==> src/rtl/seq_pair_pkg.sv <==
// Shared types for the pair processor: operation encodings, FSM states and
// a width helper used for address/pointer sizing.
package seq_pair_pkg;

    localparam int unsigned OP_W = 2;

    // Operation applied to each (A[2k], A[2k+1]) pair.
    typedef enum logic [OP_W-1:0] {
        OP_COND = 2'b00,   // a >= b ? a - b : a + b
        OP_ADD  = 2'b01,   // a + b
        OP_SUB  = 2'b10,   // a - b
        OP_ABS  = 2'b11    // |a - b|
    } opMode_t;

    typedef enum logic [1:0] {
        ST_IDLE,
        ST_FIRST,
        ST_SECOND,
        ST_DONE
    } state_t;

    // Address width for a memory of the given depth, never narrower than 1 bit.
    function automatic int unsigned addrWidth(input int unsigned depth);
        return (depth > 1) ? $clog2(depth) : 1;
    endfunction

endpackage

==> src/rtl/seq_pair_processor_if.sv <==
// Host-side bus of the pair processor.
//   master (host): load_valid, load_data, start, op_mode, rd_addr out;
//                  load_ready, busy, done, overflow, rd_data in.
//   slave  (core): the mirror image.
interface seq_pair_processor_if
    import seq_pair_pkg::*;
#(
    parameter int unsigned DATA_W  = 8,
    parameter int unsigned DEPTH_A = 8
);
    localparam int unsigned RD_W = addrWidth(DEPTH_A / 2);

    logic              load_valid;
    logic [DATA_W-1:0] load_data;
    logic              load_ready;
    logic              start;
    logic [OP_W-1:0]   op_mode;
    logic              busy;
    logic              done;
    logic              overflow;
    logic [RD_W-1:0]   rd_addr;
    logic [DATA_W-1:0] rd_data;

    modport master (
        output load_valid, load_data, start, op_mode, rd_addr,
        input  load_ready, busy, done, overflow, rd_data
    );

    modport slave (
        input  load_valid, load_data, start, op_mode, rd_addr,
        output load_ready, busy, done, overflow, rd_data
    );

endinterface

==> src/rtl/pair_alu.sv <==
// Combinational pair operator.
//   a, b   : unsigned operands
//   mode   : operation select
//   result : a op b, modulo 2^DATA_W
//   ovf    : carry on an addition, borrow on a plain subtraction
module pair_alu
    import seq_pair_pkg::*;
#(
    parameter int unsigned DATA_W = 8
) (
    input  logic [DATA_W-1:0] a,
    input  logic [DATA_W-1:0] b,
    input  opMode_t           mode,
    output logic [DATA_W-1:0] result,
    output logic              ovf
);
    logic [DATA_W:0]   sumExt;
    logic [DATA_W-1:0] diffAB;
    logic [DATA_W-1:0] diffBA;
    logic              aGeB;

    assign sumExt = {1'b0, a} + {1'b0, b};
    assign diffAB = a - b;
    assign diffBA = b - a;
    assign aGeB   = (a >= b);

    always_comb begin
        result = '0;
        ovf    = 1'b0;
        case (mode)
            // Conditional mode only subtracts when it cannot borrow.
            OP_COND: begin
                if (aGeB) begin
                    result = diffAB;
                end else begin
                    result = sumExt[DATA_W-1:0];
                    ovf    = sumExt[DATA_W];
                end
            end
            OP_ADD: begin
                result = sumExt[DATA_W-1:0];
                ovf    = sumExt[DATA_W];
            end
            OP_SUB: begin
                result = diffAB;
                ovf    = !aGeB;
            end
            OP_ABS: begin
                result = aGeB ? diffAB : diffBA;
            end
            default: begin
                result = '0;
                ovf    = 1'b0;
            end
        endcase
    end

endmodule

==> src/rtl/seq_pair_processor.sv <==
// Pairwise processor: the host streams DEPTH_A words into memory A, pulses
// start, and the FSM reduces each pair (A[2k], A[2k+1]) into B[k].
//   clock, reset : rising-edge clock, synchronous active-high reset
//   bus          : load stream, start/op_mode, busy/done/overflow status and
//                  registered B readback (1-cycle latency)
module seq_pair_processor
    import seq_pair_pkg::*;
#(
    parameter int unsigned DATA_W  = 8,
    parameter int unsigned DEPTH_A = 8
) (
    input  logic                clock,
    input  logic                reset,
    seq_pair_processor_if.slave bus
);
    localparam int unsigned DEPTH_B  = DEPTH_A / 2;
    localparam int unsigned A_ADDR_W = addrWidth(DEPTH_A);
    localparam int unsigned B_ADDR_W = addrWidth(DEPTH_B);
    localparam int unsigned PTR_W    = A_ADDR_W + 1;

    state_t              state;
    state_t              stateNext;

    logic [DATA_W-1:0]   aMem [DEPTH_A];
    logic [DATA_W-1:0]   bMem [DEPTH_B];

    logic [PTR_W-1:0]    loadPtr;
    logic [PTR_W-1:0]    loadPtrNext;
    logic [B_ADDR_W-1:0] pairIdx;
    logic [B_ADDR_W-1:0] pairIdxNext;
    opMode_t             modeReg;
    logic [DATA_W-1:0]   holdReg;
    logic                overflowReg;
    logic                overflowNext;
    logic                busyReg;
    logic                doneReg;
    logic                loadReadyReg;
    logic [DATA_W-1:0]   rdDataReg;

    logic                inIdle;
    logic                isFull;
    logic                loadFire;
    logic                startFire;
    logic                lastPair;
    logic                holdEn;
    logic                bWrEn;
    logic [A_ADDR_W-1:0] firstAddr;
    logic [A_ADDR_W-1:0] secondAddr;
    logic [DATA_W-1:0]   aluRes;
    logic                aluOvf;

    // Handshake decode. When full, load is never accepted, so a coincident
    // start wins; when not full, start is never accepted, so the load wins.
    assign inIdle     = (state == ST_IDLE);
    assign isFull     = (loadPtr == PTR_W'(DEPTH_A));
    assign loadFire   = inIdle && bus.load_valid && !isFull;
    assign startFire  = inIdle && bus.start && isFull;
    assign lastPair   = (pairIdx == B_ADDR_W'(DEPTH_B - 1));
    assign firstAddr  = A_ADDR_W'({pairIdx, 1'b0});
    assign secondAddr = A_ADDR_W'({pairIdx, 1'b1});

    pair_alu #(
        .DATA_W (DATA_W)
    ) uAlu (
        .a      (holdReg),
        .b      (aMem[secondAddr]),
        .mode   (modeReg),
        .result (aluRes),
        .ovf    (aluOvf)
    );

    // FSM state register.
    always_ff @(posedge clock) begin
        if (reset) begin
            state <= ST_IDLE;
        end else begin
            state <= stateNext;
        end
    end

    // FSM next-state logic.
    always_comb begin
        stateNext = state;
        case (state)
            ST_IDLE:   if (startFire) stateNext = ST_FIRST;
            ST_FIRST:  stateNext = ST_SECOND;
            ST_SECOND: stateNext = lastPair ? ST_DONE : ST_FIRST;
            ST_DONE:   stateNext = ST_IDLE;
            default:   stateNext = ST_IDLE;
        endcase
    end

    // FSM output decode: datapath strobes and next values of counters/flags.
    always_comb begin
        holdEn       = 1'b0;
        bWrEn        = 1'b0;
        loadPtrNext  = loadPtr;
        pairIdxNext  = pairIdx;
        overflowNext = overflowReg;
        case (state)
            ST_IDLE: begin
                if (loadFire) begin
                    loadPtrNext = loadPtr + PTR_W'(1);
                end
                if (startFire) begin
                    pairIdxNext  = '0;
                    overflowNext = 1'b0;
                end
            end
            ST_FIRST: begin
                holdEn = 1'b1;
            end
            ST_SECOND: begin
                bWrEn        = 1'b1;
                pairIdxNext  = pairIdx + B_ADDR_W'(1);
                overflowNext = overflowReg | aluOvf;
            end
            ST_DONE: begin
                // Re-arm loading for the next batch; A itself is kept.
                loadPtrNext = '0;
            end
            default: begin
                loadPtrNext = '0;
            end
        endcase
    end

    // Control registers and registered status outputs.
    always_ff @(posedge clock) begin
        if (reset) begin
            loadPtr      <= '0;
            pairIdx      <= '0;
            overflowReg  <= 1'b0;
            busyReg      <= 1'b0;
            doneReg      <= 1'b0;
            loadReadyReg <= 1'b1;
            modeReg      <= OP_COND;
            holdReg      <= '0;
            rdDataReg    <= '0;
        end else begin
            loadPtr      <= loadPtrNext;
            pairIdx      <= pairIdxNext;
            overflowReg  <= overflowNext;
            busyReg      <= (stateNext != ST_IDLE);
            doneReg      <= (stateNext == ST_DONE);
            loadReadyReg <= (stateNext == ST_IDLE) && (loadPtrNext < PTR_W'(DEPTH_A));
            if (startFire) begin
                modeReg <= opMode_t'(bus.op_mode);
            end
            if (holdEn) begin
                holdReg <= aMem[firstAddr];
            end
            // Reads the pre-write contents when B is written the same cycle.
            rdDataReg <= bMem[bus.rd_addr];
        end
    end

    // Memory A: host-loaded, never reset.
    always_ff @(posedge clock) begin
        if (!reset && loadFire) begin
            aMem[A_ADDR_W'(loadPtr)] <= bus.load_data;
        end
    end

    // Memory B: result store, cleared by reset.
    always_ff @(posedge clock) begin
        if (reset) begin
            for (int i = 0; i < int'(DEPTH_B); i++) begin
                bMem[i] <= '0;
            end
        end else if (bWrEn) begin
            bMem[pairIdx] <= aluRes;
        end
    end

    assign bus.load_ready = loadReadyReg;
    assign bus.busy       = busyReg;
    assign bus.done       = doneReg;
    assign bus.overflow   = overflowReg;
    assign bus.rd_data    = rdDataReg;

endmodule

==> src/flat_wrapper.sv <==
// flat-port wrapper written by rule: the top's interface ports become plain ports
module seq_pair_processor_flat import seq_pair_pkg::*;
#(
    parameter int unsigned DATA_W  = 8,
    parameter int unsigned DEPTH_A = 8
)
  (clock, reset, bus_load_valid, bus_load_data, bus_start, bus_op_mode, bus_rd_addr, bus_load_ready, bus_busy, bus_done, bus_overflow, bus_rd_data);
  seq_pair_processor_if #(.DATA_W(DATA_W), .DEPTH_A(DEPTH_A)) bus_i ();
  input  logic clock;
  input  logic reset;
  input wire logic [$bits(bus_i.load_valid)-1:0] bus_load_valid;
  input wire logic [$bits(bus_i.load_data)-1:0] bus_load_data;
  input wire logic [$bits(bus_i.start)-1:0] bus_start;
  input wire logic [$bits(bus_i.op_mode)-1:0] bus_op_mode;
  input wire logic [$bits(bus_i.rd_addr)-1:0] bus_rd_addr;
  output wire logic [$bits(bus_i.load_ready)-1:0] bus_load_ready;
  output wire logic [$bits(bus_i.busy)-1:0] bus_busy;
  output wire logic [$bits(bus_i.done)-1:0] bus_done;
  output wire logic [$bits(bus_i.overflow)-1:0] bus_overflow;
  output wire logic [$bits(bus_i.rd_data)-1:0] bus_rd_data;
  assign bus_i.load_valid = bus_load_valid;
  assign bus_i.load_data = bus_load_data;
  assign bus_i.start = bus_start;
  assign bus_i.op_mode = bus_op_mode;
  assign bus_i.rd_addr = bus_rd_addr;
  assign bus_load_ready = bus_i.load_ready;
  assign bus_busy = bus_i.busy;
  assign bus_done = bus_i.done;
  assign bus_overflow = bus_i.overflow;
  assign bus_rd_data = bus_i.rd_data;
  seq_pair_processor #(.DATA_W(DATA_W), .DEPTH_A(DEPTH_A)) u_core (.clock(clock), .reset(reset), .bus(bus_i));
endmodule
==> config.mk <==
export PLATFORM = sky130hd
export DESIGN_NAME = seq_pair_processor_flat
export DESIGN_NICKNAME = d
export VERILOG_FILES = /design/src/rtl/seq_pair_pkg.sv /design/src/rtl/seq_pair_processor_if.sv /design/src/rtl/pair_alu.sv /design/src/rtl/seq_pair_processor.sv /design/src/flat_wrapper.sv
export SDC_FILE = /design/constraint.sdc
export NUM_CORES = 1
export LEC_CHECK = 0
export BUFFER_PORTS_ARGS = -buffer_cell sky130_fd_sc_hd__buf_2
export CORE_UTILIZATION = 59
export CTS_BUF_LIST = sky130_fd_sc_hd__clkbuf_4
export DETAILED_ROUTE_END_ITERATION = 12
export PLACE_DENSITY = 0.77
export RECOVER_POWER = 50
export SLEW_MARGIN = 20
export SYNTH_ARGS = -nofsm -noshare
export SYNTH_HDL_FRONTEND = slang
export SYNTH_SLANG_ARGS = --single-unit
==> constraint.sdc <==
create_clock -name clock -period 7 [get_ports clock]
set_clock_uncertainty 0.15 [all_clocks]
set_input_delay 1.05 -clock clock [delete_from_list [all_inputs] [get_ports clock]]
set_output_delay 1.05 -clock clock [all_outputs]
set_load 0.005 [all_outputs]
==> results.cfg, run 1 <==
[critical_path]
critPathLaunchType = register
worstPathArrival_ns = 4.21
cp.required_ns = 7.13
critPathMaxStageDelay_ns = 0.70
path_class = reg -> reg
cp_num_cells = 8
path_max_fanout = 16
rrSetupSlack_ns = 2.92
crit_buf_inv = 0
r2r.worst_path.cells = 8
cp-end-kind = register
path_cells = mux4_2 -> ha_1 -> nand4_1 -> a31o_2 -> nand3_1 -> mux2_2 -> nor3_1 -> nor3b_1
cp_slowest_cell = ha_1
cp_top_family = simple AND/OR/NAND/NOR gates

[clocking]
hold_buffers = 0
clk_pin_slew_ns = 0.12
cts_tree = done
clkLatencyLatePin_ns = 0.54
clockBufferDepth = 2
ctsResizeCount = 0
htreeDepth = 4
clkSinkCount = 128
cts_buffers = 17
ctsRootBufferMaster = clkbuf_4
post_cts_buffers = 0

[global_routing]
grt_pass1_vias = 4194
grt_max_degree = 38
antenna_found_initial = 0
grt_overflow = 0
grt_use_total_pct = 26.9
grt_pass1_wl_um = 22100

[synthesis]
synth_edf_count = 96
syn_inst = 519
ys_types = 67
syn_area_mm2 = 0.00642
synth_area_leaders = edfxtp_1, dfxtp_1, mux4_2
yosys.area.top_type_share_pct = 44.9
synth_top_area_cell = edfxtp_1
synth.net_count = 568
avgSynthCellArea_um2 = 12.4
ys_seq_area_share_pct = 54.9
synth_seq_cells = 128
async_reset_ff_share_pct = 0
yosys_warnings = 0
synth-main-ff-cell = edfxtp_1

[floorplan]
start_util_pct = 61.7
core_mm2 = 0.0104
ios = 28
dieArea_mm2 = 0.0113
num_rows = 37
die_height_um = 106
die_w_um = 106

[run_status]
status = finished with violations
violations = max-capacitance violations, max-slew violations

[timing]
hold_viol = 0
fin_crit_ns = 4.08
setup_violations = 0
finalMaxSlewViolations = 38
max_freq_mhz = 245
relSlewSlack_pct = -15.4
rsz0062_at_grt = false
tns_ns = 0
worst_slew_pin_slew_ns = 1.73
timing.final.crit_share_pct = 58.2

[pwr]
p_int_mw = 1.10
p_comb_share_pct = 11.1
vdd_ir_drop_max_v = 0.000188
seqPwrFrac_pct = 58.2
switching_power_mw = 0.385
swShare_pct = 25.9
power_density_mw_per_mm2 = 216
clock_power_share_pct = 30.6
leakagePower_nw = 2.50

[routing]
drt_iter0_markers = 268
drc_errors = 0
drt_wl_total_um = 14000
vias = 4227
wl_per_cell_um = 20.2
postRouteAntennaNets = 0
first_pass_iters = 5
viasPerCell = 6.13

[place]
portBuffers = 27
gp_congestion = 0.928
place_hpwl_um = 10100
placed_cells = 658

[final_layout]
drive_gt1_share_pct = 15.9
fillCellCount = 812
fin_nets = 590
diodes = 0
syn_to_final_growth_pct = 7.17
post_layout_nonfiller_instances = 690

[min_path]
hp-class = reg -> reg
min_path_cells = 2

[run]
cap_violations = 1
==> cell usage after synthesis, types with 9 or more instances <==
library cell  number
edfxtp_1          96
nor2_1            44
inv_1             35
a21oi_1           32
dfxtp_1           32
ha_1              30
mux4_2            24
clkbuf_1          21
nand2_1           21
nor3_1            21
nor3b_1           12
mux2i_1           10
nor2b_1           10
o21ai_0           10
a211oi_1           9
==> placed cells by master (no fill, tap or decap), types with 11 or more instances in the layout <==
master    count
edfxtp_1     96
nor2_1       44
inv_1        35
a21oi_1      32
dfxtp_1      32
ha_1         30
mux4_2       24
nand2_1      21
clkbuf_4     21
nor3_1       19
clkbuf_1     16
buf_2        12
o21ai_0      11
nor3b_1      11
==> through the flow <==
stage / power [mW] / instance area [um^2] / util (%) / setup WS [ns] / hold slack (ns)
final: 1.49 / 6880 / 66.1 / 2.92 / 0.418
after global routing: 1.54 / 6880 / 66.1 / 2.71 / 0.448
after CTS: 1.50 / 6900 / 66.2 / 2.92 / 0.422
after detailed placement: 1.05 / 6650 / 63.8 / 2.93 / 0.403
after global placement: 1.04 / 6640 / 63.8 / 3.06 / 0.365
after floorplan: 0.994 / 6420 / - / 3.48 / 0.347
==> tightest hold or removal path, stage by stage (launching register included) <==
cell     delay, ns
dfxtp_1       0.36
mux2i_1       0.13
nor2_1        0.05
==> power by group through the flow <==
stage | Clock, mW | Combinational [mW] | Sequential (mW)
4_1_cts | 0.464 | 0.166 | 0.865
3_5_place_dp | 0 | 0.166 | 0.882
5_1_grt | 0.493 | 0.182 | 0.869
6_report | 0.455 | 0.165 | 0.865
3_3_place_gp | 0 | 0.160 | 0.879
2_1_floorplan | 0 | 0.116 | 0.878
==> logic make-up (layout without fill, tap and decap cells) <==
| group | count (synthesis) | in the layout | share of synthesized area [%] |
|---|---|---|---|
| buffers and inverters | 63 | 98 | 3.86 |
| AOI/OAI and AO/OA | 96 | 96 | 10.4 |
| DFF | 128 | 128 | 54.9 |
| muxes | 36 | 36 | 10.3 |
| and+or+nand+nor | 158 | 158 | 13.1 |
| xor gates and xnor gates | 5 | 5 | 0.682 |
| adders and majority gates | 33 | 33 | 6.78 |
==> registers in the layout, summed over array words and instances (netlist names), named ones only <==
signal and flops:
u_core.pairIdx 2, u_core.holdReg 8, u_core.bus.done 1, u_core.state 2, u_core.bus.overflow 1, u_core.modeReg 2
u_core.bus.load_ready 1, u_core.aMem 64, u_core.bus.rd_data 8, u_core.bMem 32, u_core.loadPtr 4, u_core.bus.busy 1
==> final timing paths <==
check               startpoint                end
min          u_core.holdReg[2]  u_core.holdReg[2]
max reg2reg           register  u_core.bMem[1][3]
max                   register  u_core.bMem[1][3]
min reg2reg  u_core.holdReg[2]  u_core.holdReg[2]
==> cell type report <==
| type | count | area (um^2) | share of cell area (%) |
|---|---|---|---|
| Sequential cell | 128 | 3520 | 51.2 |
| Inverter | 35 | 131 | 1.91 |
| Clock buffer | 21 | 158 | 2.29 |
| Multi-Input combinational cell | 328 | 2670 | 38.7 |
| Clock inverter | 11 | 91.3 | 1.33 |
| Tap cell | 136 | 170 | 2.47 |
| Timing Repair Buffer | 31 | 143 | 2.07 |
==> routing by layer <==
metal  wire, um  global-route usage (%)  vias up
met2       7030                    44.5      132
li1           -                       -     1998
met5          0                       0        -
met1       5740                    33.5     2071
met4        372                    11.7        0
met3        827                    6.68       26
Note: power is estimated with default switching activity, not from simulation.
==> inputs of run 2 (changes only) <==
- clock period: 7 -> 4.1 ns (I/O delays scaled with it)
==> results.cfg, run 2 (synthesis results as in run 1) <==
[timing]
finalMaxSlewViolations = 0
timing.final.crit_share_pct = 89.0
worst_slew_pin_slew_ns = 0.846
max_freq_mhz = 274
relSlewSlack_pct = 43.5
fin_crit_ns = 3.65
holdWs_ns = 0.146
rsz0062_at_grt = false
hold_viol = 0
tns_ns = 0
setup_violations = 0

[clocking]
ctsResizeCount = 0
clockBufferDepth = 2
post_cts_buffers = 0
htreeDepth = 4
clkLatencyLatePin_ns = 0.54
cts_buffers = 17
hold_buffers = 0
ctsRootBufferMaster = clkbuf_4
clkSinkCount = 128
cts_tree = done
clk_pin_slew_ns = 0.14

[place]
portBuffers = 27
gp_congestion = 0.944
place_hpwl_um = 10600

[critical_path]
critPathMaxStageDelay_ns = 0.54
cp_slowest_cell = mux4_2
path_class = reg -> reg
cp_top_family = simple AND/OR/NAND/NOR gates
cp-end-kind = register
path_cells = buf_4 -> mux4_2 -> ha_1 -> nand4_1 -> a31o_2 -> nand3_1 -> mux2_2 -> nor3_1 -> nor3b_1
cp.required_ns = 4.21
critPathLaunchType = register
path_max_fanout = 10
crit_buf_inv = 1
worstPathArrival_ns = 3.76

[floorplan]
start_util_pct = 61.7
num_rows = 37
dieArea_mm2 = 0.0113
die_w_um = 106
ios = 28
core_mm2 = 0.0104
die_height_um = 106

[routing]
postRouteAntennaNets = 0
vias = 4383
viasPerCell = 6.21
first_pass_iters = 5
drt_wl_total_um = 14600
drc_errors = 0
wl_per_cell_um = 20.7
drt_iter0_markers = 375

[pwr]
leakagePower_nw = 2.59
vdd_ir_drop_max_v = 0.000304
power_density_mw_per_mm2 = 381

[final_layout]
final_cell_mix = edfxtp_1, nor2_1, inv_1, a21oi_1, dfxtp_1
largest_register_ff_count = 64
multi_input_area_mm2 = 0.00265
fillCellCount = 776
mostFrequentLayoutCell = edfxtp_1
fin_nets = 605
utilization_pct = 67.5
drive_gt1_share_pct = 17.4
largest_register = u_core.aMem
syn_to_final_growth_pct = 9.53
largestRegisters = u_core.aMem (64), u_core.bMem (32)
regArea_mm2 = 0.00352

[global_routing]
grt_pass1_vias = 4323
grt_use_total_pct = 28.1
grt_max_degree = 20
grt_overflow = 0
grt_pass1_wl_um = 23100
antenna_found_initial = 1

[run_status]
status = completed

[min_path]
hp-class = in -> reg

[run]
cap_violations = 0
==> run 2: path summary, 6_finish.rpt <==
kind	slack, ns	cells past startpoint	startpoint	endpoint
worst max register to register	0.45	9	register	u_core.bMem[1][3]
worst max-delay path	0.45	9	register	u_core.bMem[1][3]
worst min register to register	0.42	2	u_core.holdReg[4]	u_core.holdReg[4]
worst min-delay path	0.15	3	bus_op_mode[1]	u_core.modeReg[1]
==> run 2: final cells by class <==
cell class                 instances  area share (%)
tap                              136            2.42
sequential                       128            50.1
inverter                          35            1.87
timing repair buffer              46            3.65
antenna                            1          0.0356
clock buffer                      18            1.92
multi-input combinational        328            37.7
clock inverter                    14            2.33
==> run 2: where the power goes <==
part / internal [mW] / switching, mW / total (mW)
Combinational: 0.113 / 0.182 / 0.295
Sequential: 1.45 / 0.0255 / 1.48
Clock: 0.428 / 0.481 / 0.909
Total: 1.99 / 0.688 / 2.68
==> run 2: worst register-to-register path, delay by kind of cell (launching register included) <==
kind / cells / cell delay (ns)
mux: 2 / 0.89
buf+inv: 1 / 0.18
simple gates: 4 / 0.95
compound gates: 1 / 0.33
fa+ha+maj: 1 / 0.49
flops: 1 / 0.40
==> run 2: layer usage <==
layer  vias up  track usage [%]  share of wire [%]
met3        24             6.50                6.6
met4         0             13.4                2.7
met1      2153             36.6                 42
met2       180             44.6                 49
met5         -                0                  0
li1       2026                -                  -
==> run 2: stage by stage <==
step	power [mW]	instances	cell area [um^2]	setup WS [ns]
2_1_floorplan	1.70	519	6420	0.575
3_3_place_gp	1.79	673	6750	0.533
3_5_place_dp	1.80	673	6750	0.522
4_1_cts	2.69	705	7050	0.479
5_1_grt	2.78	706	7030	0.215
6_report	2.68	706	7030	0.452
==> inputs of run 3 (changes only) <==
- BUFFER_PORTS_ARGS: -buffer_cell sky130_fd_sc_hd__buf_2 -> unset
- DONT_BUFFER_PORTS: unset -> 1
- PLACE_DENSITY: 0.77 -> 0.75
==> results.cfg, run 3 (synthesis results as in run 1) <==
[run_status]
status = completed

[clocking]
cts_tree = done
ctsRootBufferMaster = clkbuf_4
clkSinkCount = 128
cts_buffers = 17
htreeDepth = 4
clk_pin_slew_ns = 0.12
clkLatencyLatePin_ns = 0.54
clockBufferDepth = 2

[critical_path]
path_class = reg -> reg
path_max_fanout = 5
cp.required_ns = 4.23
critPathLaunchType = register
cp-end-kind = register
worstPathArrival_ns = 3.89

[timing]
finalMaxSlewViolations = 0
setup_violations = 0
worst_slew_pin_slew_ns = 0.797
rsz0062_at_grt = false
timing.final.crit_share_pct = 91.8
hold_viol = 0
relSlewSlack_pct = 46.8
fin_crit_ns = 3.76
fin_ws_ns = 0.336
tns_ns = 0
max_freq_mhz = 266

[pwr]
leakagePower_nw = 2.53
power_density_mw_per_mm2 = 376
vdd_ir_drop_max_v = 0.000360

[routing]
drt_iter0_markers = 284
first_pass_iters = 4
vias = 4269
drt_wl_total_um = 14500
viasPerCell = 6.24
wl_per_cell_um = 21.2
drc_errors = 0
postRouteAntennaNets = 0

[global_routing]
grt_use_total_pct = 28.1
antenna_found_initial = 0
grt_overflow = 0
grt_pass1_vias = 4265
grt_pass1_wl_um = 22800
grt_max_degree = 28

[min_path]
hp-class = in -> reg

[place]
portBuffers = 0
gp_congestion = 0.933
place_hpwl_um = 10400
dp_slack_ns = 0.215

[floorplan]
start_util_pct = 61.7
core_mm2 = 0.0104
num_rows = 37
die_w_um = 106
die_height_um = 106
dieArea_mm2 = 0.0113
ios = 28

[final_layout]
largestRegisters = u_core.aMem (64), u_core.bMem (32)
fillCellCount = 778
syn_to_final_growth_pct = 8.51
fin_nets = 584
largest_register_ff_count = 64
diodes = 0
mostFrequentLayoutCell = edfxtp_1
drive_gt1_share_pct = 15.7
final_cell_mix = edfxtp_1, nor2_1, inv_1, a21oi_1, dfxtp_1
largest_register = u_core.aMem

[run]
cap_violations = 0
==> run 3: cell types whose count changed in the layout (fill, tap and decap cells not counted), sizes merged, moves of 3 or more <==
cell / change
inv: +3
dlygate4sd3: +8
buf: -15
clkbuf: -15
==> run 3: cell type report <==
type | count | area [um^2] | share of cell area, %
Inverter | 35 | 131 | 1.89
Clock inverter | 15 | 159 | 2.28
Multi-Input combinational cell | 328 | 2660 | 38.1
Timing Repair Buffer | 25 | 201 | 2.89
Sequential cell | 128 | 3520 | 50.6
Clock buffer | 17 | 128 | 1.83
Tap cell | 136 | 170 | 2.44
==> run 3: per-layer routing <==
metal	share of wire (%)	vias to the layer above	GRT usage, %	routed length [um]
li1	-	1983	-	-
met1	42	2117	36.7	6040
met2	49	143	45.1	7090
met3	6.0	26	5.03	878
met4	3.6	0	14.6	516
met5	0	-	0	0
==> run 3: where the power goes <==
part | leakage (nW) | internal, mW | switching (mW)
sequential | 1.17 | 1.45 | 0.0278
clock | 0.152 | 0.371 | 0.495
combinational | 1.21 | 0.108 | 0.169
==> run 3: worst max-delay path: stages (launching register included) <==
cell	delay (ns)
dfxtp_1	0.50
buf_4	0.21
mux4_2	0.53
ha_1	0.24
fa_1	0.42
nor2b_1	0.18
o21ai_0	0.43
o221a_2	0.29
o22ai_1	0.10
nor3_2	0.36
nor3_1	0.10
==> run 3: worst paths after layout <==
kind | depth (start not counted) | start | end | slack (ns)
setup / recovery | 10 | register | u_core.bMem[2][4] | 0.34
hold / removal | 2 | bus_op_mode[1] | u_core.modeReg[1] | 0.05
setup reg to reg | 10 | register | u_core.bMem[2][4] | 0.34
hold reg to reg | 2 | u_core.holdReg[7] | u_core.holdReg[7] | 0.41
==> run 3: stage by stage <==
stage / hold WS (ns) / instances / power (mW) / utilization (%) / cell area [um^2]
floorplan: 0.347 / 519 / 1.70 / - / 6420
global placement: 0.378 / 643 / 1.75 / 63.3 / 6600
detailed placement: 0.389 / 643 / 1.76 / 63.3 / 6600
CTS: 0.0125 / 684 / 2.63 / 66.9 / 6970
global route: 0.0189 / 684 / 2.72 / 66.9 / 6970
finish: 0.0545 / 684 / 2.62 / 66.9 / 6970
==> run 3: what timing repair did <==
action,CTS,global route
hold buffers,9,0
endpoints found under the setup margin,0,4
resized for setup,0,1
buffers inserted,0,0
endpoints found under the hold margin,93,0
